[src/rtl/select_encode_sched.sv]
// Registered register select/encode: latches IR, decodes ra/rb/rc into one-hot
// register enables, and keeps a per-register write-pending scoreboard for stalls.
module select_encode_sched #(
  parameter int DATA_W   = 32,
  parameter int NUM_REGS = 16,
  parameter int REG_ID_W = 4,
  parameter int OP_MSB   = 31,
  parameter int RA_MSB   = 26,
  parameter int RB_MSB   = 22,
  parameter int RC_MSB   = 18,
  parameter int IMM_W    = 19
) (
  input  logic                clk,
  input  logic                clr,
  input  logic [DATA_W-1:0]   ir_in,
  input  logic                ir_load,
  input  logic                gra,
  input  logic                grb,
  input  logic                grc,
  input  logic                rin,
  input  logic                rout,
  input  logic                baout,
  input  logic                wb_issue,
  input  logic                wb_done,
  input  logic [REG_ID_W-1:0] wb_done_id,
  output logic [NUM_REGS-1:0] r_in,
  output logic [NUM_REGS-1:0] r_out,
  output logic                ba_zero,
  output logic [REG_ID_W-1:0] sel_id,
  output logic [4:0]          opcode,
  output logic [DATA_W-1:0]   c_sign_extended,
  output logic [NUM_REGS-1:0] pending,
  output logic                stall
);

  logic [DATA_W-1:0]   ir_q, ir_d;
  logic [NUM_REGS-1:0] r_in_q, r_in_d;
  logic [NUM_REGS-1:0] r_out_q, r_out_d;
  logic                ba_zero_q, ba_zero_d;
  logic [REG_ID_W-1:0] sel_id_q;
  logic [NUM_REGS-1:0] pending_q, pending_d;

  logic [REG_ID_W-1:0] idx;
  logic                sel_any;
  logic                rd_req;
  logic                ba_reg0;
  logic [NUM_REGS-1:0] onehot;

  // Fixed priority gra > grb > grc; with nothing selected idx falls to 0.
  always_comb begin
    idx = '0;
    if (gra)      idx = ir_q[RA_MSB -: REG_ID_W];
    else if (grb) idx = ir_q[RB_MSB -: REG_ID_W];
    else if (grc) idx = ir_q[RC_MSB -: REG_ID_W];
  end

  assign sel_any = gra | grb | grc;
  assign rd_req  = (rout | baout) & sel_any;
  assign ba_reg0 = baout & sel_any & (idx == '0);
  assign onehot  = NUM_REGS'(1) << idx;

  always_comb begin
    ir_d      = ir_load ? ir_in : ir_q;
    r_in_d    = (rin & sel_any) ? onehot : '0;
    // Base-address read of r0 gates the register off; the bus drives zero instead.
    r_out_d   = (rd_req & ~ba_reg0) ? onehot : '0;
    ba_zero_d = ba_reg0;
    // Clear before set so an issue and a completion on the same register leaves it pending.
    pending_d = pending_q;
    if (wb_done)  pending_d[wb_done_id] = 1'b0;
    if (wb_issue) pending_d[idx]        = 1'b1;
  end

  always_ff @(posedge clk) begin
    if (clr) begin
      ir_q      <= '0;
      r_in_q    <= '0;
      r_out_q   <= '0;
      ba_zero_q <= 1'b0;
      sel_id_q  <= '0;
      pending_q <= '0;
    end else begin
      ir_q      <= ir_d;
      r_in_q    <= r_in_d;
      r_out_q   <= r_out_d;
      ba_zero_q <= ba_zero_d;
      sel_id_q  <= idx;
      pending_q <= pending_d;
    end
  end

  assign r_in            = r_in_q;
  assign r_out           = r_out_q;
  assign ba_zero         = ba_zero_q;
  assign sel_id          = sel_id_q;
  assign pending         = pending_q;
  assign opcode          = ir_q[OP_MSB -: 5];
  assign c_sign_extended = {{(DATA_W-IMM_W){ir_q[IMM_W-1]}}, ir_q[IMM_W-1:0]};
  assign stall           = rd_req & pending_q[idx] & ~ba_reg0;

endmodule

[config.mk]
export PLATFORM = sky130hd
export DESIGN_NAME = select_encode_sched
export DESIGN_NICKNAME = d
export VERILOG_FILES = /design/src/rtl/select_encode_sched.sv
export SDC_FILE = /design/constraint.sdc
export NUM_CORES = 1
export LEC_CHECK = 0
export BUFFER_PORTS_ARGS = -buffer_cell sky130_fd_sc_hd__buf_2
export CORE_MARGIN = 5
export CORE_UTILIZATION = 40
export CTS_CLUSTER_DIAMETER = 30
export DETAILED_ROUTE_END_ITERATION = 6
export PLACE_DENSITY = 0.68
export SETUP_SLACK_MARGIN = 0.5
export SYNTH_ARGS = -nofsm -noshare
export SYNTH_HDL_FRONTEND = slang
export SYNTH_SLANG_ARGS = --single-unit
export TNS_END_PERCENT = 100
[constraint.sdc]
create_clock -name clk -period 2.76 [get_ports clk]
set_input_delay 0.414 -clock clk [delete_from_list [all_inputs] [get_ports clk]]
set_output_delay 0.414 -clock clk [all_outputs]
set_load 0.005 [all_outputs]
Word-level counts from Yosys, hierarchy flattened

Cells that the tools add are included.

Register bits: 85
Input port bits: 47
Output and inout bits: 91
Logic and storage cells: 43

Magnitude comparators: 4
Shifts and indexed selects: 1
Muxes and demuxes: 11
Bitwise operators: 16
Reduce and logical (&&, ||, !) cells: 5

Operators by type and width:

| operator               | count |
|---|---|
| $mux W16               | 2 |
| $and A16 B16 Y16       | 1 |
| $not A16 Y16           | 1 |
| $or A16 B16 Y16        | 1 |
| $shl A1 B4 Y16 const A | 1 |
| $mux W4                | 3 |
| $lt A4 B5 Y1 const B   | 2 |
| $demux W1 S4           | 2 |
| $ge A4 B1 Y1 const B   | 2 |
| $and A1 B1 Y1          | 7 |
| $bmux W1 S4            | 1 |
| $logic_not A4 Y1       | 1 |
| $reduce_or A2 Y1       | 2 |
| $mux W1                | 3 |
| $not A1 Y1             | 3 |
| $or A1 B1 Y1           | 3 |
| $logic_and A1 B1 Y1    | 2 |

Depth between registers and ports, before layout

Gate-level depths: netlist of run 1.

Depth after elaboration: 9
Gate-level depth with buffers: 8
Gate-level depth less buffers: 6

Least setup slack after synthesis of run 1

No wires, ideal clock.

Path kind: input -> output
From: input gra
To: output stall
Data arrival time: 1.743 ns
Required time: 2.346 ns
Slack: 0.603 ns
Stages: 6
Buffers on the path: 2
Cells stage by stage: buf_4 -> a22oi_2 -> buf_6 -> mux4_2 -> a211oi_1 -> nor3_1

Cells in the longest elaborated chain, start to end: 6
Elaborated cells on any way between the ends: 12
Those cells by class: 3 x mux; 8 x bitwise; 1 x reduce/logical

Ends and longest elaborated chain:

| item                                                            | RTL line | RTL |
|---|---|---|
| start, declared                                                 | 17       | `input logic gra,` |
| parallel branches: the longest is 5 deep, another holds $mux W4 | n/a      |  |
| $and A1 B1 Y1 *                                                 | 99       | `assign stall = rd_req & pending_q[idx] & ~ba_reg0;` |
| end, declared                                                   | 33       | `output logic stall` |

Mark *: on every way between the ends. The select of a mux whose other input is x is not followed.

Final worst setup path of run 1

From: register ir_q[19]
To: output stall

Cells in the longest elaborated chain, start to end: 6
Elaborated cells on any way between the ends: 9
Those cells by class: 4 x mux; 4 x bitwise; 1 x reduce/logical

Ends and longest elaborated chain:

| item                                                           | RTL line | RTL |
|---|---|---|
| start, declared                                                | 36       | `logic [DATA_W-1:0] ir_q, ir_d;` |
| start signal, assigned                                         | 83       | `ir_q <= ir_d;` |
| $mux W4 *                                                      | 53       | `else if (grb) idx = ir_q[RB_MSB -: REG_ID_W];` |
| $mux W4 *                                                      | 52       | `if (gra) idx = ir_q[RA_MSB -: REG_ID_W];` |
| $bmux W1 S4 or $logic_not A4 Y1 (tied branches)                | 99, 59   |  |
| $mux W1 (implied by the code) or $and A1 B1 Y1 (tied branches) | 99, 59   |  |
| $and A1 B1 Y1 or $not A1 Y1 (tied branches)                    | 99       |  |
| $and A1 B1 Y1 *                                                | 99       |  |

Mark *: on every way between the ends. The rest lies on a longest branch, timed or not. The select of a mux whose other input is x is not followed.

==> results of run 1 <==
==> worst register-to-register path: stages, from the launching register on <==
cell     delay [ns]
dfxtp_1        0.36
a21oi_1        0.10
a22oi_2        0.26
buf_6          0.19
buf_6          0.11
nor4_4         0.04
a21oi_2        0.16
buf_4          0.13
nand2_2        0.17
nor3_1         0.24
==> power by group through the flow <==
stage	logic, mW	clock network, mW	registers (mW)
global route	0.357	1.00	1.30
detailed placement	0.303	0	1.32
global placement	0.297	0	1.32
CTS	0.315	0.946	1.29
finish	0.324	0.918	1.30
floorplan	0.213	0	1.32
==> timing repair <==
action | CTS | global route
setup endpoints to repair | 1 | 1
gates resized for setup | 5 | 8
pin swaps | 5 | 9
buffers inserted | 4 | 1
hold endpoints to repair | 0 | 0
hold buffers | 0 | 0
==> synthesized netlist by cell type, types with 2 or more instances <==
library cell,n
a21oi_1,23
a22o_1,4
a22oi_1,2
a22oi_2,3
buf_1,3
buf_4,38
clkbuf_1,11
dfxtp_1,85
inv_1,8
mux2i_1,32
nand2_1,26
nand2b_1,3
nand3_1,14
nand3b_1,5
nand4_1,4
nor2_1,57
nor3_1,20
o21ai_0,14
o31ai_1,2
==> area by class of cell <==
cell class,count,area share (%)
inverters,8,0.724
well taps,105,3.17
clock inverters,7,2.14
flip-flops and latches,85,41.1
multi-input cells,219,31.6
clock buffers,9,2.99
repair buffers,146,18.3
==> per-layer routing <==
metal / track usage [%] / vias up
met1: 19.2 / 1266
met3: 5.44 / 24
met4: 6.24 / 0
li1: - / 1415
met2: 26.1 / 142
met5: 0 / -
==> sequential cells by signal, summed over array words and instances, names as in the netlist <==
signal / flops
ir_q: 32
pending: 16
r_in: 16
r_out: 16
sel_id: 4
ba_zero: 1
==> placed cells by master, fill, tap and decap left out, types with 3 or more instances in the layout <==
cell type / n
nor2_1: 57
nand3_1: 14
a21oi_1: 20
a22o_1: 3
buf_4: 7
dfxtp_1: 84
clkbuf_8: 9
o21ai_0: 13
inv_8: 3
nand4_1: 4
nor3_1: 19
a22oi_2: 4
nand2b_1: 3
buf_2: 137
a21oi_2: 4
nand2_1: 26
nand3b_1: 5
mux2i_1: 32
inv_1: 8
==> worst max-delay path by stage <==
stage	start	slack, ns	depth (start not counted)	end
after floorplan	gra	0.60	6	stall
after global placement	gra	0.31	9	stall
after detailed placement	gra	0.16	9	stall
after CTS	ir_q[15]$_SDFFE_PP0P_	0.25	6	stall
after global routing	ir_q[15]$_SDFFE_PP0P_	0.18	9	stall
final	ir_q[19]$_SDFFE_PP0P_	0.28	6	stall
==> cell families (layout without fill, tap and decap cells) <==
| family | count (synthesis) | after routing | share of synthesized area (%) |
|---|---|---|---|
| buffers and inverters | 62 | 170 | 11.5 |
| and+or+nand+nor | 133 | 133 | 17.7 |
| muxes | 33 | 33 | 10.2 |
| AOI/OAI and AO/OA | 53 | 53 | 9.85 |
| DFF | 85 | 85 | 50.7 |
==> metrics by stage <==
step / hold WS, ns / area [um^2] / utilization [%] / worst slack, ns
floorplan: 0.460 / 3350 / - / 0.603
global placement: 0.467 / 3850 / 47.0 / 0.313
detailed placement: 0.477 / 3850 / 47.0 / 0.160
CTS: 0.277 / 4110 / 50.3 / 0.248
global route: 0.296 / 4150 / 50.7 / 0.180
finish: 0.293 / 4150 / 50.7 / 0.278
==> flow_summary.yaml, run 1 <==
yosys:
  syn_inst: 366
  syn_nets: 413
  synth_top_cell_by_area: "dfxtp_1"
  ys_seq_area_share_pct: 50.7
  synth.distinct_cells: 31
  synth-edff-count: 0
  ys_ff_latch: 85
  async_flop_share_pct: 0
  synthesis.area_um2: 3350
  synth_area_leaders: "dfxtp_1, mux2i_1, buf_4, nor2_1, a21oi_1"
  yosysWarningCount: 0
  avgSynthCellArea_um2: 9.16
  synth_top_area_share_pct: 50.7
  synthFlopType: "dfxtp_1"
cells_and_area:
  num-fill-cells: 796
  syn2layout_area_growth_pct: 23.7
  fin_nets: 516
  layout-drive-gt1-share_pct: 37.6
  multi_input_area_um2: 1310
  diodes: 0
  instances_no_fill: 579
  ff_latch_area_um2: 1700
timing:
  slew_headroom_pct: 37.8
  fmax_mhz: 403
  hold_viol_final: 0
  maxSlewViolCount: 0
  period_minus_slack_ns: 2.48
  setup_tns_ns: 0
  finClkSkew_ns: 0.0173
  rsz0062_at_grt: "true"
  setup_viol: 0
  tightest_slew_ns: 0.933
  period_share_pct: 89.9
floorplanning:
  row_count: 33
  die_y_um: 102
  coreArea_um2: 8180
  die_w_um: 102
  ioPinCount: 138
  start_util_pct: 41.0
  dieArea_um2: 10300
critical_path:
  required_ns: 2.35
  ff2ff_path_depth: 9
  timing.rr.end: "r_out[13]$_SDFF_PP0_"
  worstPathCellList: "a21oi_1, a22oi_2, mux4_2, a211oi_2, nor3_2, buf_2"
  cp-start-kind: "flip-flop"
  arrival_ns: 2.07
  cp-end-kind: "output pin"
  critPathTopFamily: "compound AO/OA/AOI/OAI gates"
  crit_fanout: 3
  path_class: "flip-flop to output pin"
  cp_slowest_stage_delay_ns: 0.55
  reg2reg_setup_slack_ns: 0.93
  critical_path_buf_inv_count: 1
  r2r_start: "ir_q[19]$_SDFFE_PP0P_"
  cpMaxStageDelayCell: "mux4_2"
power_and_ir_drop:
  total_power_mw: 2.54
  combPwrFrac_pct: 12.8
  internal_power_mw: 1.85
  cellLeakagePower_nw: 2.00
  p_per_area_nw_per_um2: 612
  pwr-share-seq_pct: 51.0
  vdd_ir_drop_max_uv: 262
  p_sw_share_pct: 27.1
  pwr-share-clk_pct: 36.2
  power_switching_uw: 688
detailed_routing:
  ant_nets: 0
  top_layer_used: "met4"
  drt_iter0_markers: 111
  wl_met2_um: 3880
  via_per_inst: 4.92
  route.detailed.drc: 0
  drt-total-wl_um: 8410
  routedWlPerCell_um: 14.5
  wl_met3_um: 866
  vias: 2847
  dr.pass1.iters: 6
  drt-met1-wl_um: 3390
place:
  place_congestion: 0.869
  hpwlAfterDp_um: 6350
  port_buffers: 137
  dp_cells: 558
global_route:
  grt_pass1_vias: 2640
  grt_max_degree: 53
  grt_pass1_wl_um: 12800
  overflow: 0
  grt_use_total_pct: 15.9
  antenna_found_initial: 0
hold_path:
  hp-class: "input pin to flip-flop"
  hold_start: "ir_in[13]"
  min_path_cells: 3
  hold-path-endpoint: "ir_q[13]$_SDFFE_PP0P_"
clock_tree:
  cts.sinks: 85
  cts_tree: "done"
  insertion_delay_ns: 0.36
  root_buffer: "clkbuf_8"
  cts_max_level: 3
  cts_buffers: 9
  clockBufferDepth: 2
  clk_pin_slew_ns: 0.09
run:
  drv_cap: 0
outcome:
  status: "completed"
(Power assumes the default switching activity.)
==> inputs of run 2 (changes only) <==
==> constraint.sdc (replaced) <==
create_clock -name clk -period 2.6 [get_ports clk]
set_input_delay 0.39 -clock clk [delete_from_list [all_inputs] [get_ports clk]]
set_output_delay 0.39 -clock clk [all_outputs]
set_load 0.005 [all_outputs]
==> run 2 against run 1 <==
  * Utilization is 0.18 points higher
  * Critical path depth stayed put
  * Register-to-register slack worse by 0.04 ns
  * Cell area grew 0.36%
  * Critical endpoint unchanged
  * Largest cell class unchanged
==> flow_summary.yaml, run 2 (synthesis gave the netlist of run 1 again) <==
outcome:
  status: "completed"
critical_path:
  cpMaxStageDelayCell: "mux4_2"
  cp-end-kind: "output pin"
  arrival_ns: 1.96
  path_class: "flip-flop to output pin"
  worstPathCellList: "inv_1, a22oi_2, mux4_2, a211oi_2, nor3_2, buf_2"
  cp-start-kind: "flip-flop"
  crit_fanout: 2
  cp_slowest_stage_delay_ns: 0.54
  required_ns: 2.21
power_and_ir_drop:
  p_per_area_nw_per_um2: 630
  cellLeakagePower_nw: 2.01
  vdd_ir_drop_max_uv: 236
detailed_routing:
  drt-total-wl_um: 8700
  via_per_inst: 4.87
  route.detailed.drc: 0
  ant_nets: 0
  drt_iter0_markers: 189
  vias: 2843
  dr.pass1.iters: 7
  routedWlPerCell_um: 14.9
clock_tree:
  cts_hold_buf: 0
  cts_max_level: 3
  cts_tree: "done"
  insertion_delay_ns: 0.35
  clk_pin_slew_ns: 0.09
  cts_buffers: 9
  clockBufferDepth: 2
  root_buffer: "clkbuf_8"
  cts.sinks: 85
timing:
  setup_viol: 0
  tightest_slew_ns: 0.950
  period_share_pct: 90.3
  fmax_mhz: 426
  maxSlewViolCount: 0
  setup_tns_ns: 0
  slew_headroom_pct: 36.7
  whs_ns: 0.264
  rsz0062_at_grt: "true"
  finClkSkew_ns: 0.0119
  period_minus_slack_ns: 2.35
  hold_viol_final: 0
cells_and_area:
  num-fill-cells: 788
  largest_register_ffs: 32
  layout_commonest_cell: "buf_2"
  syn2layout_area_growth_pct: 24.1
  layout-drive-gt1-share_pct: 39.2
  diodes: 0
  layout_common_cells: "buf_2, dfxtp_1, nor2_1"
  regMostFlops: "ir_q"
  fin_nets: 521
place:
  hpwlAfterDp_um: 6400
  place_congestion: 0.891
  port_buffers: 137
global_route:
  grt_use_total_pct: 16.5
  grt_pass1_vias: 2692
  antenna_found_initial: 0
  overflow: 0
  grt_max_degree: 53
  grt_pass1_wl_um: 13400
floorplanning:
  row_count: 33
  die_y_um: 102
  die_w_um: 102
  start_util_pct: 41.0
  coreArea_um2: 8180
  ioPinCount: 138
  dieArea_um2: 10300
run:
  drv_cap: 0
hold_path:
  hp-class: "input pin to flip-flop"
[run 2: final timing paths]
path	start	cells past startpoint	to	slack, ns
max	ir_q[23]$_SDFFE_PP0P_	6	stall	0.25
min	ir_in[6]	3	ir_q[6]$_SDFFE_PP0P_	0.26
max reg2reg	ir_q[19]$_SDFFE_PP0P_	8	r_out[13]$_SDFF_PP0_	0.89
min reg2reg	ir_q[6]$_SDFFE_PP0P_	2	ir_q[6]$_SDFFE_PP0P_	0.50
[run 2: critical path: cells and delay by family (launching register included)]
kind,cells,cell delay [ns]
flops,1,0.35
compound gates,2,0.45
buf+inv,2,0.19
mux,1,0.54
simple gates,1,0.08
[run 2: metrics by stage]
stage	total power, mW	worst slack (ns)	cells	cell area (um^2)	utilization [%]
2_1_floorplan	1.63	0.516	366	3350	-
3_3_place_gp	1.72	0.249	557	3840	47.0
3_5_place_dp	1.73	0.190	557	3840	47.0
4_1_cts	2.63	0.177	580	4120	50.4
5_1_grt	2.75	0.175	584	4160	50.9
6_report	2.62	0.253	584	4160	50.9
[run 2: area by class of cell]
cell class | instances | area [um^2] | area share [%]
Sequential cell | 85 | 1710 | 41.0
Multi-Input combinational cell | 219 | 1310 | 31.5
Timing Repair Buffer | 151 | 795 | 19.1
Tap cell | 105 | 131 | 3.16
Clock buffer | 9 | 124 | 2.98
Clock inverter | 7 | 65.1 | 1.56
Inverter | 8 | 30.0 | 0.721
[run 2: timing repair]
item | in CTS | in global routing
pin swaps | 5 | 6
endpoints found under the setup margin | 1 | 1
cloned | 0 | 0
buffers inserted | 7 | 4
resized for setup | 12 | 5
[run 2: layer usage]
layer / GRT usage [%] / up-vias / routed length, um
met3: 4.75 / 14 / 803
met2: 25.6 / 126 / 4000
li1: - / 1426 / -
met5: 0 / - / 0
met1: 21.1 / 1277 / 3740
met4: 8.18 / 0 / 165
[run 2: where the power goes]
group | switching, mW | internal [mW]
Clock | 0.525 | 0.370
Combinational | 0.202 | 0.151
Sequential | 0.0259 | 1.35
==> inputs of run 3 (changes only) <==
--- a/config.mk
+++ b/config.mk
@@ -10,7 +10,7 @@
 export CORE_UTILIZATION = 40
 export CTS_CLUSTER_DIAMETER = 30
 export DETAILED_ROUTE_END_ITERATION = 6
-export PLACE_DENSITY = 0.68
+export PLACE_DENSITY = 0.71
 export SETUP_SLACK_MARGIN = 0.5
 export SYNTH_ARGS = -nofsm -noshare
 export SYNTH_HDL_FRONTEND = slang
==> constraint.sdc (replaced) <==
create_clock -name clk -period 1.9 [get_ports clk]
set_input_delay 0.285 -clock clk [delete_from_list [all_inputs] [get_ports clk]]
set_output_delay 0.285 -clock clk [all_outputs]
set_load 0.005 [all_outputs]
==> run 3 against run 2 <==
  * The flow now finishes with violations (setup timing)
  * First-iteration DRC count fell by 16%
  * Cell count is 5.1% higher
  * Largest cell class is now multi-input combinational cells
  * Worst hold slack worse by 0.11 ns
  * Global-route usage up 0.67 points
  * Die area unchanged
  * Sequential power is 36% higher
==> flow_summary.yaml, run 3 (synthesis gave the netlist of run 1 again) <==
outcome:
  status: "finished, violations left"
  violations: "setup timing"
power_and_ir_drop:
  vdd_ir_drop_max_uv: 376
  p_per_area_nw_per_um2: 839
  power_switching_mw: 1.12
  total_power_mw: 4.18
  internal_power_mw: 3.06
  combPwrFrac_pct: 17.0
  p_sw_share_pct: 26.8
  cellLeakagePower_nw: 2.34
  pwr-share-seq_pct: 45.1
  pwr-share-clk_pct: 37.9
detailed_routing:
  via_per_inst: 4.95
  drt-total-wl_um: 9640
  drt_iter0_markers: 158
  ant_nets: 0
  vias: 3037
  route.detailed.drc: 0
  dr.pass1.iters: 4
  routedWlPerCell_um: 15.7
global_route:
  grt_use_total_pct: 17.2
  overflow: 0
  use_met3_pct: 5.03
  antenna_found_initial: 0
  grt_max_degree: 53
  grt_pass1_vias: 2910
  grt_pass1_wl_um: 14000
  top_usage_layer: "met2"
  grt_util_met1_pct: 20.4
  grtUsageMet2_pct: 28.9
run:
  drv_cap: 0
critical_path:
  arrival_ns: 2.01
  required_ns: 1.62
  timing.rr.end: "r_out[7]$_SDFF_PP0_"
  endpoint: "stall"
  crit_fanout: 6
  cp-start-kind: "flip-flop"
  cp-end-kind: "output pin"
  critical_path.startpoint: "ir_q[23]$_SDFFE_PP0P_"
  r2r_start: "ir_q[19]$_SDFFE_PP0P_"
  reg2reg_setup_slack_ns: 0.09
  ff2ff_path_depth: 10
  path_class: "flip-flop to output pin"
floorplanning:
  dieArea_um2: 10300
  coreArea_um2: 8180
  row_count: 33
  start_util_pct: 41.0
  die_y_um: 102
  die_w_um: 102
  ioPinCount: 138
cells_and_area:
  fin_nets: 551
  syn2layout_area_growth_pct: 48.5
  num-fill-cells: 675
  final_util_pct: 60.9
  diodes: 0
  regMostFlops: "ir_q"
  layout_common_cells: "buf_2, dfxtp_1, nor2_1"
  layout-drive-gt1-share_pct: 55.6
  instances_no_fill: 614
  layout_commonest_cell: "buf_2"
  largest_register_ffs: 32
timing:
  hold_viol_final: 0
  fmax_mhz: 436
  period_share_pct: 121
  rsz0062_at_grt: "true"
  period_minus_slack_ns: 2.29
  whs_ns: 0.157
  maxSlewViolCount: 0
  tightest_slew_ns: 0.581
  finClkSkew_ns: 0.0102
  fin_ws_ns: -0.393
  slew_headroom_pct: 61.2
  setup_tns_ns: -0.393
  setup_viol: 1
clock_tree:
  cts.sinks: 85
  cts_tree: "done"
  cts_max_level: 3
  insertion_delay_ns: 0.36
  cts_buffers: 9
  clk_pin_slew_ns: 0.10
  cts_hold_buf: 0
  root_buffer: "clkbuf_8"
  clockBufferDepth: 2
place:
  hpwlAfterDp_um: 6730
  dp_cells: 589
  port_buffers: 137
  place_congestion: 0.946
hold_path:
  min_path_cells: 3
  hp-class: "input pin to flip-flop"
==> run 3: cell count changes in the layout (fill, tap and decap cells not counted), sizes merged <==
cell,change
buf,+29
clkbuf,+1
bufinv,+3
inv,-1
clkinv,+1
clkinvlp,-3
==> run 3: area by class of cell <==
cell class / instances / area, um^2 / area share, %
sequential: 85 / 1710 / 34.3
tap: 105 / 131 / 2.64
multi-input combinational: 219 / 1720 / 34.5
clock buffer: 9 / 124 / 2.49
timing repair buffer: 181 / 1110 / 22.3
inverter: 8 / 57.6 / 1.16
clock inverter: 7 / 125 / 2.51
==> run 3: critical path, cell delays in order, from the launching register on <==
cell,delay (ns)
dfxtp_1,0.34
inv_1,0.07
a22oi_2,0.24
buf_4,0.17
buf_6,0.13
nand2_1,0.08
a41oi_2,0.20
nand2_1,0.08
nor3_2,0.20
buf_2,0.15
==> run 3: through the flow <==
stage	worst slack [ns]	area, um^2
final	-0.393	4980
after global routing	-0.523	4980
after CTS	-0.427	4630
after detailed placement	-0.207	4150
after global placement	-0.134	4150
after floorplan	0.0693	3410
==> run 3: how the worst min path moves through the flow <==
stage / start / endpoint / slack, ns
detailed placement: ir_q[29]$_SDFFE_PP0P_ / ir_q[29]$_SDFFE_PP0P_ / 0.48
CTS: ir_in[6] / ir_q[6]$_SDFFE_PP0P_ / 0.14
floorplan: baout / ba_zero$_SDFF_PP0_ / 0.43
global route: ir_in[4] / ir_q[4]$_SDFFE_PP0P_ / 0.16
global placement: ir_q[29]$_SDFFE_PP0P_ / ir_q[29]$_SDFFE_PP0P_ / 0.47
finish: ir_in[6] / ir_q[6]$_SDFFE_PP0P_ / 0.16
==> run 3: per-layer routing <==
layer	vias to the layer above	wire, um
li1	1481	-
met1	1406	3820
met2	137	4810
met3	13	874
met4	0	135
met5	-	0
==> run 3: repair_timing <==
action                     CTS  global route
setup endpoints to repair   45            50
resized for setup           58            63
setup buffers                2             6
gates cloned                 0             1
pin swaps                    6            22
==> run 3: power by group through the flow <==
| stage | logic (mW) | registers (mW) | clock network (mW) |
|---|---|---|---|
| 6_report | 0.709 | 1.88 | 1.58 |
| 4_1_cts | 0.600 | 1.88 | 1.61 |
| 5_1_grt | 0.763 | 1.89 | 1.69 |
| 3_5_place_dp | 0.532 | 1.92 | 0 |
| 3_3_place_gp | 0.520 | 1.92 | 0 |
| 2_1_floorplan | 0.323 | 1.92 | 0 |
